`src/rtl/nand_serial_pkg.sv`:
```
// Shared types and defaults for the bit-serial NAND engine.
package nand_serial_pkg;

  localparam int DEFAULT_WIDTH = 8;

  typedef enum logic [1:0] {
    IDLE  = 2'd0,
    SHIFT = 2'd1,
    DONE  = 2'd2
  } state_t;

endpackage

```
`src/rtl/nand_gate.sv`:
```
// Single two-input NAND; the only datapath element of the serial engine.
module nand_gate (
  input  logic inA,
  input  logic inB,
  output logic outY
);

  assign outY = ~(inA & inB);

endmodule

```
`src/rtl/nand_serial_8bit.sv`:
```
// Bit-serial ~(A&B): operands stream LSB-first through one nand_gate,
// result reassembled in a shift register and published on completion.
module nand_serial_8bit
  import nand_serial_pkg::*;
#(
  parameter int WIDTH = DEFAULT_WIDTH,
  parameter int CNT_W = $clog2(WIDTH)
) (
  input  logic             clk,
  input  logic             rst,
  input  logic [WIDTH-1:0] inA,
  input  logic [WIDTH-1:0] inB,
  input  logic             inStart,
  output logic             outBusy,
  output logic             outDone,
  output logic [WIDTH-1:0] outY
);

  // state | meaning
  // IDLE  | waiting for inStart; operands captured on the accepting edge
  // SHIFT | one result bit per edge, WIDTH edges total
  // DONE  | single-cycle completion pulse, then back to IDLE

  generate
    if (WIDTH < 2) begin : g_width_check
      $error("nand_serial_8bit: WIDTH must be at least 2");
    end
  endgenerate

  state_t             r_state;
  state_t             w_state_next;
  logic               r_busy;
  logic               r_done;
  logic [WIDTH-1:0]   r_a;
  logic [WIDTH-1:0]   r_b;
  logic [WIDTH-1:0]   r_y;
  logic [WIDTH-1:0]   r_out_y;
  logic [CNT_W-1:0]   r_cnt;
  logic               w_bit;
  logic               w_last;
  logic               w_accept;

  nand_gate u_nand (
    .inA  (r_a[0]),
    .inB  (r_b[0]),
    .outY (w_bit)
  );

  assign w_last   = (r_cnt == CNT_W'(WIDTH - 1));
  assign w_accept = (r_state == IDLE) && inStart;

  // Busy/done are registered from the next state so the outputs are glitch-free.
  always_ff @(posedge clk or posedge rst) begin
    if (rst) begin
      r_state <= IDLE;
      r_busy  <= 1'b0;
      r_done  <= 1'b0;
    end else begin
      r_state <= w_state_next;
      r_busy  <= (w_state_next != IDLE);
      r_done  <= (w_state_next == DONE);
    end
  end

  always_comb begin
    w_state_next = r_state;
    case (r_state)
      IDLE:    if (inStart) w_state_next = SHIFT;
      SHIFT:   if (w_last)  w_state_next = DONE;
      DONE:    w_state_next = IDLE;
      default: w_state_next = IDLE;
    endcase
  end

  always_comb begin
    outBusy = r_busy;
    outDone = r_done;
    outY    = r_out_y;
  end

  always_ff @(posedge clk or posedge rst) begin
    if (rst) begin
      r_a     <= '0;
      r_b     <= '0;
      r_y     <= '0;
      r_cnt   <= '0;
      r_out_y <= '0;
    end else if (w_accept) begin
      r_a   <= inA;
      r_b   <= inB;
      r_y   <= '0;
      r_cnt <= '0;
    end else if (r_state == SHIFT) begin
      r_a   <= {1'b0, r_a[WIDTH-1:1]};
      r_b   <= {1'b0, r_b[WIDTH-1:1]};
      r_y   <= {w_bit, r_y[WIDTH-1:1]};
      r_cnt <= r_cnt + 1'b1;
      // Publish the whole word at once so outY never shows a partial result.
      if (w_last) begin
        r_out_y <= {w_bit, r_y[WIDTH-1:1]};
      end
    end
  end

endmodule

```
`config.mk`:
```
export PLATFORM = sky130hd
export DESIGN_NAME = nand_serial_8bit
export DESIGN_NICKNAME = d
export VERILOG_FILES = /design/src/rtl/nand_serial_pkg.sv /design/src/rtl/nand_gate.sv /design/src/rtl/nand_serial_8bit.sv
export SDC_FILE = /design/constraint.sdc
export NUM_CORES = 1
export LEC_CHECK = 0
export CAP_MARGIN = 5
export CORE_AREA = 2 2 57 64
export CTS_BUF_LIST = sky130_fd_sc_hd__clkbuf_4 sky130_fd_sc_hd__clkbuf_8 sky130_fd_sc_hd__clkbuf_16
export DETAILED_ROUTE_END_ITERATION = 8
export DIE_AREA = 0 0 59 66
export GPL_ROUTABILITY_DRIVEN = 0
export GPL_TIMING_DRIVEN = 0
export PLACE_DENSITY = 0.79
export SLEW_MARGIN = 30
export SYNTH_ARGS = -nofsm -noshare
export SYNTH_HDL_FRONTEND = slang
export SYNTH_SLANG_ARGS = --single-unit
```
`constraint.sdc`:
```
create_clock -name clk -period 4.9 [get_ports clk]
set_clock_uncertainty 0.1 [all_clocks]
set_input_delay 0.735 -clock clk [delete_from_list [all_inputs] [get_ports clk]]
set_output_delay 0.735 -clock clk [all_outputs]
set_load 0.01 [all_outputs]
```
==> impl_results.md <==
- Status: finished, final reports clean
- Post-synthesis cell count: 137
- Setup TNS: 0 ns
- Core Region: 3250 um2
- Worst-margin pin slew: 0.784 ns
- Post-Place Cells: 201
- DR vias: 1208
- Synth area leader: dfrtp_1
- Total track usage: 19.5%
- Final Cycle Share: 42.6%
- Initial antenna violation count: 0
- Crit end category: output pin
- RSZ-0062 raised after global routing: no
- Pin count of the biggest net entering global routing: 39
- CP Data Arrival Time: 1.25 ns
- Hold Crit Depth: 1
- Drt pass-1 iters: 4
- Max_cap viols: 0
- Hold crit path type: reg2reg
- Final non-filler cell total: 209
- R2r worst-path depth: 5
- H-Tree Depth: 2
- Clock Latency Late Sink: 0.34 ns
- Worst hold path startpoint: outY[2]$_DFFE_PP0P_
- Mean Syn Cell Area: 12.4 um2
- PD cells: 579 nW/um2
- Fillcell total: 293
- CP delay by family, top: buffers and inverters
- Wire per inst: 15.7 um
- Seq cells post-synth: 38
- Fin. Hold Viols: 0
- Num CTS Buffers: 5
- Min Tclk post-route: 2.09 ns
- Final net count: 193
- Area Growth Syn to Fin: 23.7%
- Fin. max-slew vios: 0
- CTS Root Cell: clkbuf_4
- Synthesized area: 1700 um2
- CP Cell Sequence: clkdlybuf4s50_1
- Slew HR: 47.7%
- First-pass GRT wire length: 5730 um
- Cts repair resizes: 0
- Critical path's largest stage delay: 0.54 ns
- Yosys warns: 0
- Worst R2R End: outY[3]$_DFFE_PP0P_
- CTS tree: done
- CTS max path bufs: 2
- Residual DRC: 0
- Vias in the first global route: 1192
- FP Rows: 22
- Worst Setup Start Kind: register
- CTS Sinks: 38
- Post-CTS Setup Bufs: 0
- R2r startpoint: r_cnt[0]$_DFFE_PP0P_
- Die area: 3890 um2
- Starting Density: 52.3%
- Area contributors post-synth: dfrtp_1, a22o_1, nor4b_1
- Post-detailed-route via-to-cell ratio: 5.78
- CTS Hold Bufs: 0
- Post-synth top area share: 55.9%
- DP HPWL: 2340 um
- Die Ht: 66 um
- Req. time, crit path: 4.07 ns
- Synth unique cells: 24
- CP bufs+invs: 1
- Share of cells above drive strength 1: 16.2%
- GRT overflow: 0
- Clk slew on worst S/H paths: 0.12 ns
- Detailed Route WL: 3280 um
- Critical path's slowest cell: clkdlybuf4s50_1
- Critical path peak fanout: 2
- Number of I/O pins: 29
- Port Buf Inserts: 28
- Final Power: 1.22 mW
- Syn nets: 158
- Final Setup Violations: 0
- Dpl ws: 2.51 ns
- Setup CP Type: reg2out
- Routed Antenna Nets: 0
- Initial DRC Count: 37
- Worst reg2reg setup slack: 3.22 ns
- Sequential element share of the synthesized area: 55.9%
- Post-route setup slack: 2.81 ns
- Die X-Extent: 59 um
- VDD IR max: 0.224 mV
- FMAX: 479 MHz
- Hold EP: outY[2]$_DFFE_PP0P_
- Antenna cells: 0
- Leak: 0.954 nW
cell type report:
cell class	count	area (um2)	area share, %
plain buffers	11	67.6	3.21
clock buffers	5	37.5	1.78
clock inverters	3	40.0	1.90
inverters	18	67.6	3.21
multi-input cells	70	614	29.2
flip-flops and latches	38	951	45.2
well taps	36	45.0	2.14
repair buffers	28	280	13.3
report_power, final:
| part | leakage (nW) | switching [mW] | total (mW) | internal, mW |
|---|---|---|---|---|
| clock | 0.0450 | 0.105 | 0.211 | 0.106 |
| combinational | 0.447 | 0.229 | 0.481 | 0.252 |
| sequential | 0.462 | 0.0766 | 0.526 | 0.450 |
per-layer routing:
metal  routed length [um]  track usage [%]  vias up
li1                     -                -      561
met1                 1410             25.6      614
met2                 1700             32.4       31
met3                  144             5.09        2
met4                   19             4.26        0
met5                    0                0        -
logic make-up (layout without fill, tap and decap cells):
group / Yosys count / count (layout) / share of synthesized area (%)
compound gates: 27 / 27 / 14.8
fa+ha+maj: 2 / 2 / 1.47
buf+inv: 29 / 65 / 7.95
flops: 38 / 38 / 55.9
mux: 9 / 9 / 5.96
simple gates: 32 / 32 / 13.9
registers in the layout, summed over array words and instances (netlist names):
name and count:
outBusy 1, outDone 1, outY 8, r_a 8, r_b 8, r_cnt 3
r_state 2, r_y 7
placed cells by master (no fill, tap or decap), types with 5 or more instances in the layout:
cell type	count
dfrtp_1	38
clkdlybuf4s50_1	28
inv_1	17
a22o_1	11
nor4b_1	11
nor2_1	10
a221oi_1	9
mux2_1	8
buf_2	6
clkbuf_4	5
how the worst max path moves through the flow:
stage	start	end	cells after the start
after CTS	outY[7]$_DFFE_PP0P_	outY[7]	1
after global routing	outY[7]$_DFFE_PP0P_	outY[7]	1
after floorplan	rst	outBusy$_DFF_PP0_	1
after global placement	rst	r_a[4]$_DFFE_PP0P_	2
after detailed placement	inStart	r_b[1]$_DFFE_PP0P_	4
final	outY[7]$_DFFE_PP0P_	outY[7]	1
stage by stage:
step | hold WS [ns] | util [%] | instance area [um2]
6_report | 0.404 | 64.8 | 2100
5_1_grt | 0.427 | 64.8 | 2100
4_1_cts | 0.411 | 64.8 | 2100
3_5_place_dp | 0.384 | 62.4 | 2030
3_3_place_gp | 0.372 | 62.4 | 2030
2_1_floorplan | 0.359 | - | 1700
synth_stat cells:
| library cell | n |
|---|---|
| dfrtp_1 | 38 |
| inv_1 | 18 |
| a22o_1 | 11 |
| nor4b_1 | 11 |
| nor2_1 | 10 |
| a221oi_1 | 9 |
| mux2_1 | 8 |
| buf_2 | 6 |
| a221oi_2 | 3 |
| buf_4 | 3 |
| nor4b_2 | 3 |
| a211oi_1 | 2 |
| ha_1 | 2 |
| nand2b_1 | 2 |
| nor3b_1 | 2 |
| a21oi_1 | 1 |
| buf_6 | 1 |
| clkbuf_1 | 1 |
| mux2_2 | 1 |
| nand2_1 | 1 |
| nand3b_1 | 1 |
| nor2b_1 | 1 |
| nor3b_2 | 1 |
| o21bai_2 | 1 |
Power figures use the tool's default switching activity.
